`config.mk`:
```
export PLATFORM = sky130hd
export DESIGN_NAME = carregador_imem
export DESIGN_NICKNAME = d
export VERILOG_FILES = /design/src/rtl/carregador_imem_pkg.sv /design/src/rtl/carregador_imem_montador_palavra.sv /design/src/rtl/carregador_imem.sv
export SDC_FILE = /design/constraint.sdc
export NUM_CORES = 1
export LEC_CHECK = 0
export BUFFER_PORTS_ARGS = -buffer_cell sky130_fd_sc_hd__buf_4
export CORE_UTILIZATION = 34
export CTS_BUF_LIST = sky130_fd_sc_hd__clkbuf_4
export DETAILED_ROUTE_END_ITERATION = 10
export GPL_TIMING_DRIVEN = 0
export PLACE_DENSITY = 0.48
export SETUP_SLACK_MARGIN = 0.1
export SLEW_MARGIN = 20
export SYNTH_ARGS = -nofsm -noshare
export SYNTH_HDL_FRONTEND = slang
export SYNTH_SLANG_ARGS = --single-unit
```
`constraint.sdc`:
```
create_clock -name clk -period 4.5 [get_ports clk]
set_input_delay 0.225 -clock clk [delete_from_list [all_inputs] [get_ports clk]]
set_output_delay 0.225 -clock clk [all_outputs]
set_load 0.02 [all_outputs]
```
`src/rtl/carregador_imem_pkg.sv`:
```
// Shared definitions for the instruction-memory loader: FSM states and stream constants.
package carregador_imem_pkg;

    localparam int ADDR_W            = 6;
    localparam int DATA_W            = 32;
    localparam int BYTES_POR_PALAVRA = 4;
    localparam int MAX_WORDS         = 64;
    // A header byte of zero stands for a full memory image.
    localparam int N_ZERO_PALAVRAS   = MAX_WORDS;

    typedef enum logic [2:0] {
        OCIOSO,
        CABECALHO,
        BYTES,
        ESCREVE,
        VERIFICA
    } estado_t;

endpackage

```
`src/rtl/carregador_imem_montador_palavra.sv`:
```
// Assembles little-endian words from a byte strobe and keeps the running XOR checksum.
module montador_palavra
    import carregador_imem_pkg::*;
(
    input  logic        clk,
    input  logic        reset,
    input  logic        limpa,
    input  logic        strobe,
    input  logic [7:0]  byte_in,
    output logic [31:0] palavra,
    output logic        completa,
    output logic [7:0]  checksum
);

    localparam int LANE_W = $clog2(BYTES_POR_PALAVRA);

    logic [LANE_W-1:0] lane_q, lane_d;
    logic [31:0]       palavra_q, palavra_d;
    logic [7:0]        checksum_q, checksum_d;

    always_comb begin
        lane_d     = lane_q;
        palavra_d  = palavra_q;
        checksum_d = checksum_q;
        if (limpa) begin
            lane_d     = '0;
            palavra_d  = '0;
            checksum_d = '0;
        end else if (strobe) begin
            palavra_d[8*lane_q +: 8] = byte_in;
            lane_d                   = lane_q + 1'b1;
            checksum_d               = checksum_q ^ byte_in;
        end
    end

    always_ff @(posedge clk or posedge reset) begin
        if (reset) begin
            lane_q     <= '0;
            palavra_q  <= '0;
            checksum_q <= '0;
        end else begin
            lane_q     <= lane_d;
            palavra_q  <= palavra_d;
            checksum_q <= checksum_d;
        end
    end

    // The word includes the byte arriving now, so the writer can latch it on the same edge.
    assign palavra  = palavra_d;
    assign completa = strobe && !limpa && (lane_q == LANE_W'(BYTES_POR_PALAVRA - 1));
    assign checksum = checksum_q;

endmodule

```
`src/rtl/carregador_imem.sv`:
```
// Loads a byte-streamed program image into the instruction memory and releases the CPU on a good checksum.
module carregador_imem
    import carregador_imem_pkg::*;
#(
    parameter int ADDR_W_P    = ADDR_W,
    parameter int DATA_W_P    = DATA_W,
    parameter int MAX_WORDS_P = MAX_WORDS
) (
    input  logic                clk,
    input  logic                reset,
    input  logic                inicio,
    input  logic [7:0]          byte_in,
    input  logic                byte_valid,
    output logic                byte_ready,
    output logic                mem_we,
    output logic [ADDR_W_P-1:0] mem_endereco,
    output logic [DATA_W_P-1:0] mem_dado,
    output logic                cpu_reset,
    output logic                pronto,
    output logic                erro
);

    localparam int CW = ADDR_W_P + 1;

    estado_t               estado_q, estado_d;
    logic                  byte_ready_q, byte_ready_d;
    logic                  mem_we_q, mem_we_d;
    logic [ADDR_W_P-1:0]   mem_endereco_q, mem_endereco_d;
    logic [DATA_W_P-1:0]   mem_dado_q, mem_dado_d;
    logic                  cpu_reset_q, cpu_reset_d;
    logic                  pronto_q, pronto_d;
    logic                  erro_q, erro_d;
    logic [CW-1:0]         cont_q, cont_d;
    logic [CW-1:0]         n_q, n_d;

    logic                  transfer;
    logic                  strobe;
    logic [31:0]           palavra;
    logic                  completa;
    logic [7:0]            checksum;

    assign transfer = byte_valid && byte_ready_q;
    assign strobe   = transfer && !inicio && (estado_q == BYTES);

    montador_palavra u_montador (
        .clk      (clk),
        .reset    (reset),
        .limpa    (inicio),
        .strobe   (strobe),
        .byte_in  (byte_in),
        .palavra  (palavra),
        .completa (completa),
        .checksum (checksum)
    );

    always_comb begin
        estado_d       = estado_q;
        mem_we_d       = 1'b0;
        mem_endereco_d = mem_endereco_q;
        mem_dado_d     = mem_dado_q;
        cpu_reset_d    = cpu_reset_q;
        pronto_d       = pronto_q;
        erro_d         = erro_q;
        cont_d         = cont_q;
        n_d            = n_q;
        // A start pulse overrides whatever the stream is doing, including a byte offered this cycle.
        if (inicio) begin
            estado_d    = CABECALHO;
            cpu_reset_d = 1'b1;
            pronto_d    = 1'b0;
            erro_d      = 1'b0;
            cont_d      = '0;
        end else begin
            case (estado_q)
                CABECALHO: if (transfer) begin
                    n_d      = (byte_in == 8'd0) ? CW'(N_ZERO_PALAVRAS) : CW'(byte_in);
                    estado_d = BYTES;
                end
                BYTES: if (completa) begin
                    estado_d       = ESCREVE;
                    mem_we_d       = 1'b1;
                    mem_endereco_d = cont_q[ADDR_W_P-1:0];
                    mem_dado_d     = DATA_W_P'(palavra);
                end
                ESCREVE: begin
                    cont_d   = cont_q + CW'(1);
                    estado_d = ((cont_q + CW'(1)) == n_q) ? VERIFICA : BYTES;
                end
                VERIFICA: if (transfer) begin
                    if (byte_in == checksum) begin
                        pronto_d    = 1'b1;
                        cpu_reset_d = 1'b0;
                    end else begin
                        erro_d = 1'b1;
                    end
                    estado_d = OCIOSO;
                end
                default: estado_d = OCIOSO;
            endcase
        end
        byte_ready_d = (estado_d == CABECALHO) || (estado_d == BYTES) || (estado_d == VERIFICA);
    end

    always_ff @(posedge clk or posedge reset) begin
        if (reset) begin
            estado_q       <= OCIOSO;
            byte_ready_q   <= 1'b0;
            mem_we_q       <= 1'b0;
            mem_endereco_q <= '0;
            mem_dado_q     <= '0;
            cpu_reset_q    <= 1'b1;
            pronto_q       <= 1'b0;
            erro_q         <= 1'b0;
            cont_q         <= '0;
            n_q            <= '0;
        end else begin
            estado_q       <= estado_d;
            byte_ready_q   <= byte_ready_d;
            mem_we_q       <= mem_we_d;
            mem_endereco_q <= mem_endereco_d;
            mem_dado_q     <= mem_dado_d;
            cpu_reset_q    <= cpu_reset_d;
            pronto_q       <= pronto_d;
            erro_q         <= erro_d;
            cont_q         <= cont_d;
            n_q            <= n_d;
        end
    end

    assign byte_ready   = byte_ready_q;
    assign mem_we       = mem_we_q;
    assign mem_endereco = mem_endereco_q;
    assign mem_dado     = mem_dado_q;
    assign cpu_reset    = cpu_reset_q;
    assign pronto       = pronto_q;
    assign erro         = erro_q;

endmodule

```
* After elaboration in Yosys (flattened, before gate mapping)
Index checks and enable logic that the tools add are counted.
Operators by class: bitwise gates (word level) 2, equality and inequality tests 11, add/subtract/negate cells 3, shift operators 2, reductions and logical operators 18, mux-type cells 31
Operators by type and width (count):
- $mux 32 | 2
- $neg 5->34 | 1
- $shift 8x34->32 const A | 1
- $shiftx 8x34->32 | 1
- $bwmux 32 | 1
- $mux 7 | 3
- $mux 8 | 2
- $mux 1 | 15
- $mux 3 | 5
- $pmux 3 s4 | 1
- $reduce_and 3->1 | 4
- $reduce_bool 2->1 | 5
- $eq 3x2->1 const B | 3
- $eq 8x8->1 | 1
- $logic_not 8->1 | 1
- $xor 8x8->8 | 1
- $add 7x1->7 const B | 1
- $eq 7x7->1 | 1
- $eq 3x1->1 const B | 2
- $eq 3x3->1 const B | 2
- $logic_and 1x1->1 | 5
- $mux 2 | 2
- $add 2x1->2 const B | 1
- $eq 2x2->1 const B | 1
- 4 further kinds | 5
Word-level totals: input port bits 12, logic and storage cells 80, flip-flop bits (word level) 102

* Logic depth before layout (Yosys ltp)
depth in word-level cells 11, depth in mapped cells 10, mapped depth without buffers 7

* Cells and area by module
From an unflattened synthesis, not the netlist that was laid out.
Second synthesis, totals: cells, all modules 473, area, all modules 4639.4 µm²
By module, submodules not included:
- carregador_imem | times used 1, cells each 280, area an instance 2667.6 µm², seq. area each 1502.7 µm²
- montador_palavra | times used 1, cells each 193, area an instance 1971.9 µm², seq. area each 1051.0 µm²

* Worst setup path after synthesis
OpenSTA, ideal clock, no wires.
kind reg2reg, from register u_montador.lane_q[0], to register mem_dado_q[16] (netlist: mem_dado[16]), cell stages (with the launch flop) 8, path slack 2.549 ns, period minus slack after synthesis 1.951 ns, library setup time 0.083 ns, data arrival time 1.868 ns, required time 4.417 ns, path buffers 0, path through dfrtp_1 -> inv_1 -> ha_1 -> nor3b_1 -> nand2_1 -> nor2_1 -> a21oi_1 -> o21ai_0
On the way: cells in the longest elaborated chain, start to end 5
Ends and longest elaborated chain:
- start: declaration | line carregador_imem_montador_palavra.sv:17 | logic [LANE_W-1:0] lane_q, lane_d;
- start signal: assignment | line carregador_imem_montador_palavra.sv:42 | lane_q <= lane_d;
- $neg 5->34 | line carregador_imem_montador_palavra.sv:30 | palavra_d[8*lane_q +: 8] = byte_in;
- $shiftx 8x34->32 / $shift 8x34->32 (equally long branches) | line carregador_imem_montador_palavra.sv:30
- $bwmux 32 | line carregador_imem_montador_palavra.sv:30
- $mux 32 | line carregador_imem_montador_palavra.sv:29 | end else if (strobe) begin
- $mux 32 | line carregador_imem_montador_palavra.sv:25 | if (limpa) begin
- end signal: assignment | line carregador_imem.sv:121 | mem_dado_q <= mem_dado_d;
- end: declaration | line carregador_imem.sv:29 | logic [DATA_W_P-1:0] mem_dado_q, mem_dado_d;
Parallel ways exist; a longest one is shown, timed or not. A chain may end at the register's enable or synchronous reset.

* Final worst setup path
from register u_montador.lane_q[0], to register mem_dado_q[19] (netlist: mem_dado[19])
Same word-level chain as after synthesis.

==> results.py <==
metrics = {
    "run_status": {
        "outcome": "completed",
    },
    "yosys": {
        "synth_area_per_cell_sq_um": 9.39,
        "yosys.cell_types.count": 51,
        "postSynth.asyncResetShare_pct": 100,
        "netlist_area_sq_mm": 0.00426,
        "ys.warnings.count": 0,
        "synth_edf_count": 0,
        "synth_ff_type": "dfrtp_1",
        "yosysSeqAreaShare_pct": 55.2,
        "syn_inst": 454,
        "ys_ff_latch": 94,
        "synth_nets": 472,
    },
    "timing": {
        "finalHoldViolCount": 0,
        "finalSetupViolations": 0,
        "fin_crit_ns": 2.43,
        "fin_skew_ns": 0.0131,
        "tightest_slew_ns": 0.876,
        "fin_setup_tns_ns": 0,
        "maxSlewViolCount": 0,
        "rsz0062_at_grt": "no",
        "finalCritPeriodShare_pct": 53.9,
        "fmax_ghz": 0.412,
        "slew_headroom_pct": 41.4,
    },
    "setup_path": {
        "required_ns": 4.91,
        "end_kind": "flip-flop",
        "critPathMaxFanout": 8,
        "ff2ff_path_depth": 7,
        "crit_type": "reg -> reg",
        "slowest_delay_ns": 0.75,
        "start_kind": "flip-flop",
        "slowest_stage": "nor3b_1",
        "path_cells": "inv_1 -> ha_1 -> nor3b_1 -> nand2_1 -> nor2_1 -> a21oi_1 -> o21ai_0",
        "cp_data_arrival_time_ns": 2.83,
    },
    "routing": {
        "detail_route.wirelength_microns": 10500,
        "drtIter0Drc": 194,
        "first_pass_iters": 4,
        "postRouteAntennaNets": 0,
        "vias_per_cell": 4.86,
        "drc": 0,
        "vias": 3336,
        "wl_per_cell_microns": 15.4,
    },
    "global_route": {
        "groute.usage.overall_pct": 17.6,
        "grt_pass1_wl_microns": 17200,
        "grt_max_degree": 61,
        "antenna_found_initial": 0,
        "first_global_vias": 3232,
        "grt-ovfl-total": 0,
    },
    "clock_network": {
        "cts_sinks": 94,
        "cts_root_buffer": "clkbuf_4",
        "clockBufferDepth": 2,
        "clkTransAtPathRegs_ns": 0.15,
        "cts_made_buffers": 9,
        "insertion_delay_ns": 0.47,
        "cts_tree": "done",
        "cts_max_level": 3,
    },
    "die": {
        "start_util_pct": 35.2,
        "dieArea_sq_mm": 0.0130,
        "die_h_microns": 114,
        "ios": 55,
        "coreArea_sq_mm": 0.0121,
        "die_w_microns": 114,
        "core.rowCount": 40,
    },
    "power_and_ir_drop": {
        "peakVddDrop_v": 0.000159,
        "power_density_mw_per_mm2": 321,
        "pwr-share-clk_pct": 35.6,
        "p_sw_uw": 409,
        "internal-power_mw": 1.21,
        "switching_share_pct": 25.3,
        "leakagePower_nw": 2.37,
        "p_seq_share_pct": 55.1,
        "pwr-share-comb_pct": 9.3,
    },
    "final_layout": {
        "utilization_pct": 41.6,
        "num-fill-cells": 1279,
        "multi_input_area_sq_mm": 0.00172,
        "nets": 531,
        "area_growth_pct": 18.3,
        "ff_latch_area_sq_mm": 0.00235,
        "drive_gt1_share_pct": 17.6,
        "stdcell_count": 686,
        "diodes": 0,
    },
    "min_path": {
        "min_path_cells": 3,
        "hold_path_class": "in -> reg",
    },
    "place": {
        "dp.final_hpwl_microns": 7070,
        "place_inst": 669,
        "io_buffers": 46,
        "place.gp.congestion": 0.754,
    },
    "run": {
        "cap_violations": 0,
    },
}
stage by stage:
step           power (mW)  instance area [sq um]  hold WS (ns)  setup WS (ns)
2_1_floorplan        1.01                   4260         0.432           1.83
3_3_place_gp         1.05                   4820         0.458          0.560
3_5_place_dp         1.06                   4850         0.236           2.12
4_1_cts              1.64                   5040         0.107           2.07
5_1_grt              1.69                   5040         0.136           1.83
6_report             1.62                   5040         0.150           2.07
power by group through the flow:
stage	Combinational [mW]	Clock (mW)	Sequential, mW
finish	0.151	0.575	0.891
global placement	0.147	0	0.906
floorplan	0.111	0	0.901
detailed placement	0.153	0	0.906
global route	0.170	0.624	0.894
CTS	0.154	0.593	0.890
critical path: cells and delay by family, from the launching register on:
family / cells / cell delay, ns
adders and majority gates: 1 / 0.43
AOI/OAI and AO/OA: 2 / 0.23
buffers and inverters: 1 / 0.20
and+or+nand+nor: 3 / 0.99
DFF: 1 / 0.52
worst paths after layout:
| kind | startpoint | to | slack (ns) |
|---|---|---|---|
| min in group asynchronous | reset | mem_dado[12]$_DFFE_PP0P_ | 0.27 |
| worst min register to register | mem_dado[31]$_DFFE_PP0P_ | mem_dado[31]$_DFFE_PP0P_ | 0.49 |
| max in group asynchronous | reset | cpu_reset$_DFFE_PP1P_ | 3.57 |
| worst min-delay path | byte_valid | estado_q[2]$_DFF_PP0_ | 0.15 |
| worst max register to register | u_montador.lane_q[0]$_DFFE_PP0P_ | mem_dado[19]$_DFFE_PP0P_ | 2.07 |
| worst max-delay path | u_montador.lane_q[0]$_DFFE_PP0P_ | mem_dado[19]$_DFFE_PP0P_ | 2.07 |
sequential cells by signal (all words and copies together) (netlist names), 2 cells and up:
register              flops
estado_q                  3
mem_endereco              6
cont_q                    7
u_montador.checksum       8
n_q                       7
mem_dado                 32
u_montador.palavra_q     24
u_montador.lane_q         2
cell type report:
cell class              count  share of cell area (%)
inverters                  10                   0.893
well taps                 168                    4.17
clock inverters             7                    2.23
clock buffers               9                    1.34
flip-flops and latches     94                    46.7
repair buffers             48                    7.59
plain buffers              30                    2.93
multi-input cells         320                    34.2
metal layers:
metal	GRT usage, %	share of wire (%)	up-vias
met5	0	0	-
met4	6.58	1.6	0
met3	3.61	3.5	12
met2	28.2	46	62
met1	23.5	49	1636
li1	-	-	1626
timing repair:
item / CTS / global route
hold endpoints to repair: 34 / 0
hold buffers: 1 / 0
resized for setup: 0 / 0
buffers inserted: 0 / 0
endpoints found under the setup margin: 0 / 0
cells in the mapped netlist, drive strengths merged (2+ instances only):
cell type	number	area, sq um
a21oi	27	135
a22oi	8	60.1
a31oi	2	12.5
and2	2	12.5
and3	2	12.5
buf	14	85.1
clkbuf	16	62.6
dfrtp	93	2330
ha	6	75.1
inv	10	40.0
mux2	6	67.6
nand2	88	338
nand2b	3	18.8
nand3	17	97.6
nand3b	2	15.0
nor2	62	235
nor3	5	30.0
nor3b	2	20.0
nor4	4	25.0
nor4b	2	32.5
o21ai	45	225
or3	2	12.5
xnor2	8	70.1
xor2	13	114
logic make-up after synthesis:
kind of cell | Yosys count | share of synthesized area [%]
flip-flops | 94 | 55.2
AO/OA/AOI/OAI | 90 | 11.7
multiplexers | 7 | 1.82
AND/OR/NAND/NOR | 196 | 20.8
adder cells (fa/ha/maj) | 6 | 1.76
buffers and inverters | 40 | 4.40
XOR/XNOR | 21 | 4.31
layout by cell type (no fill, tap or decap), drive strengths merged, types with 10 or more instances in the layout:
cell	n
buf	61
clkbuf	25
nand2	88
inv	10
xor2	13
o21ai	45
nand3	17
nor2	62
dfrtp	93
a21oi	27
Note: power is estimated with default switching activity, not from simulation.
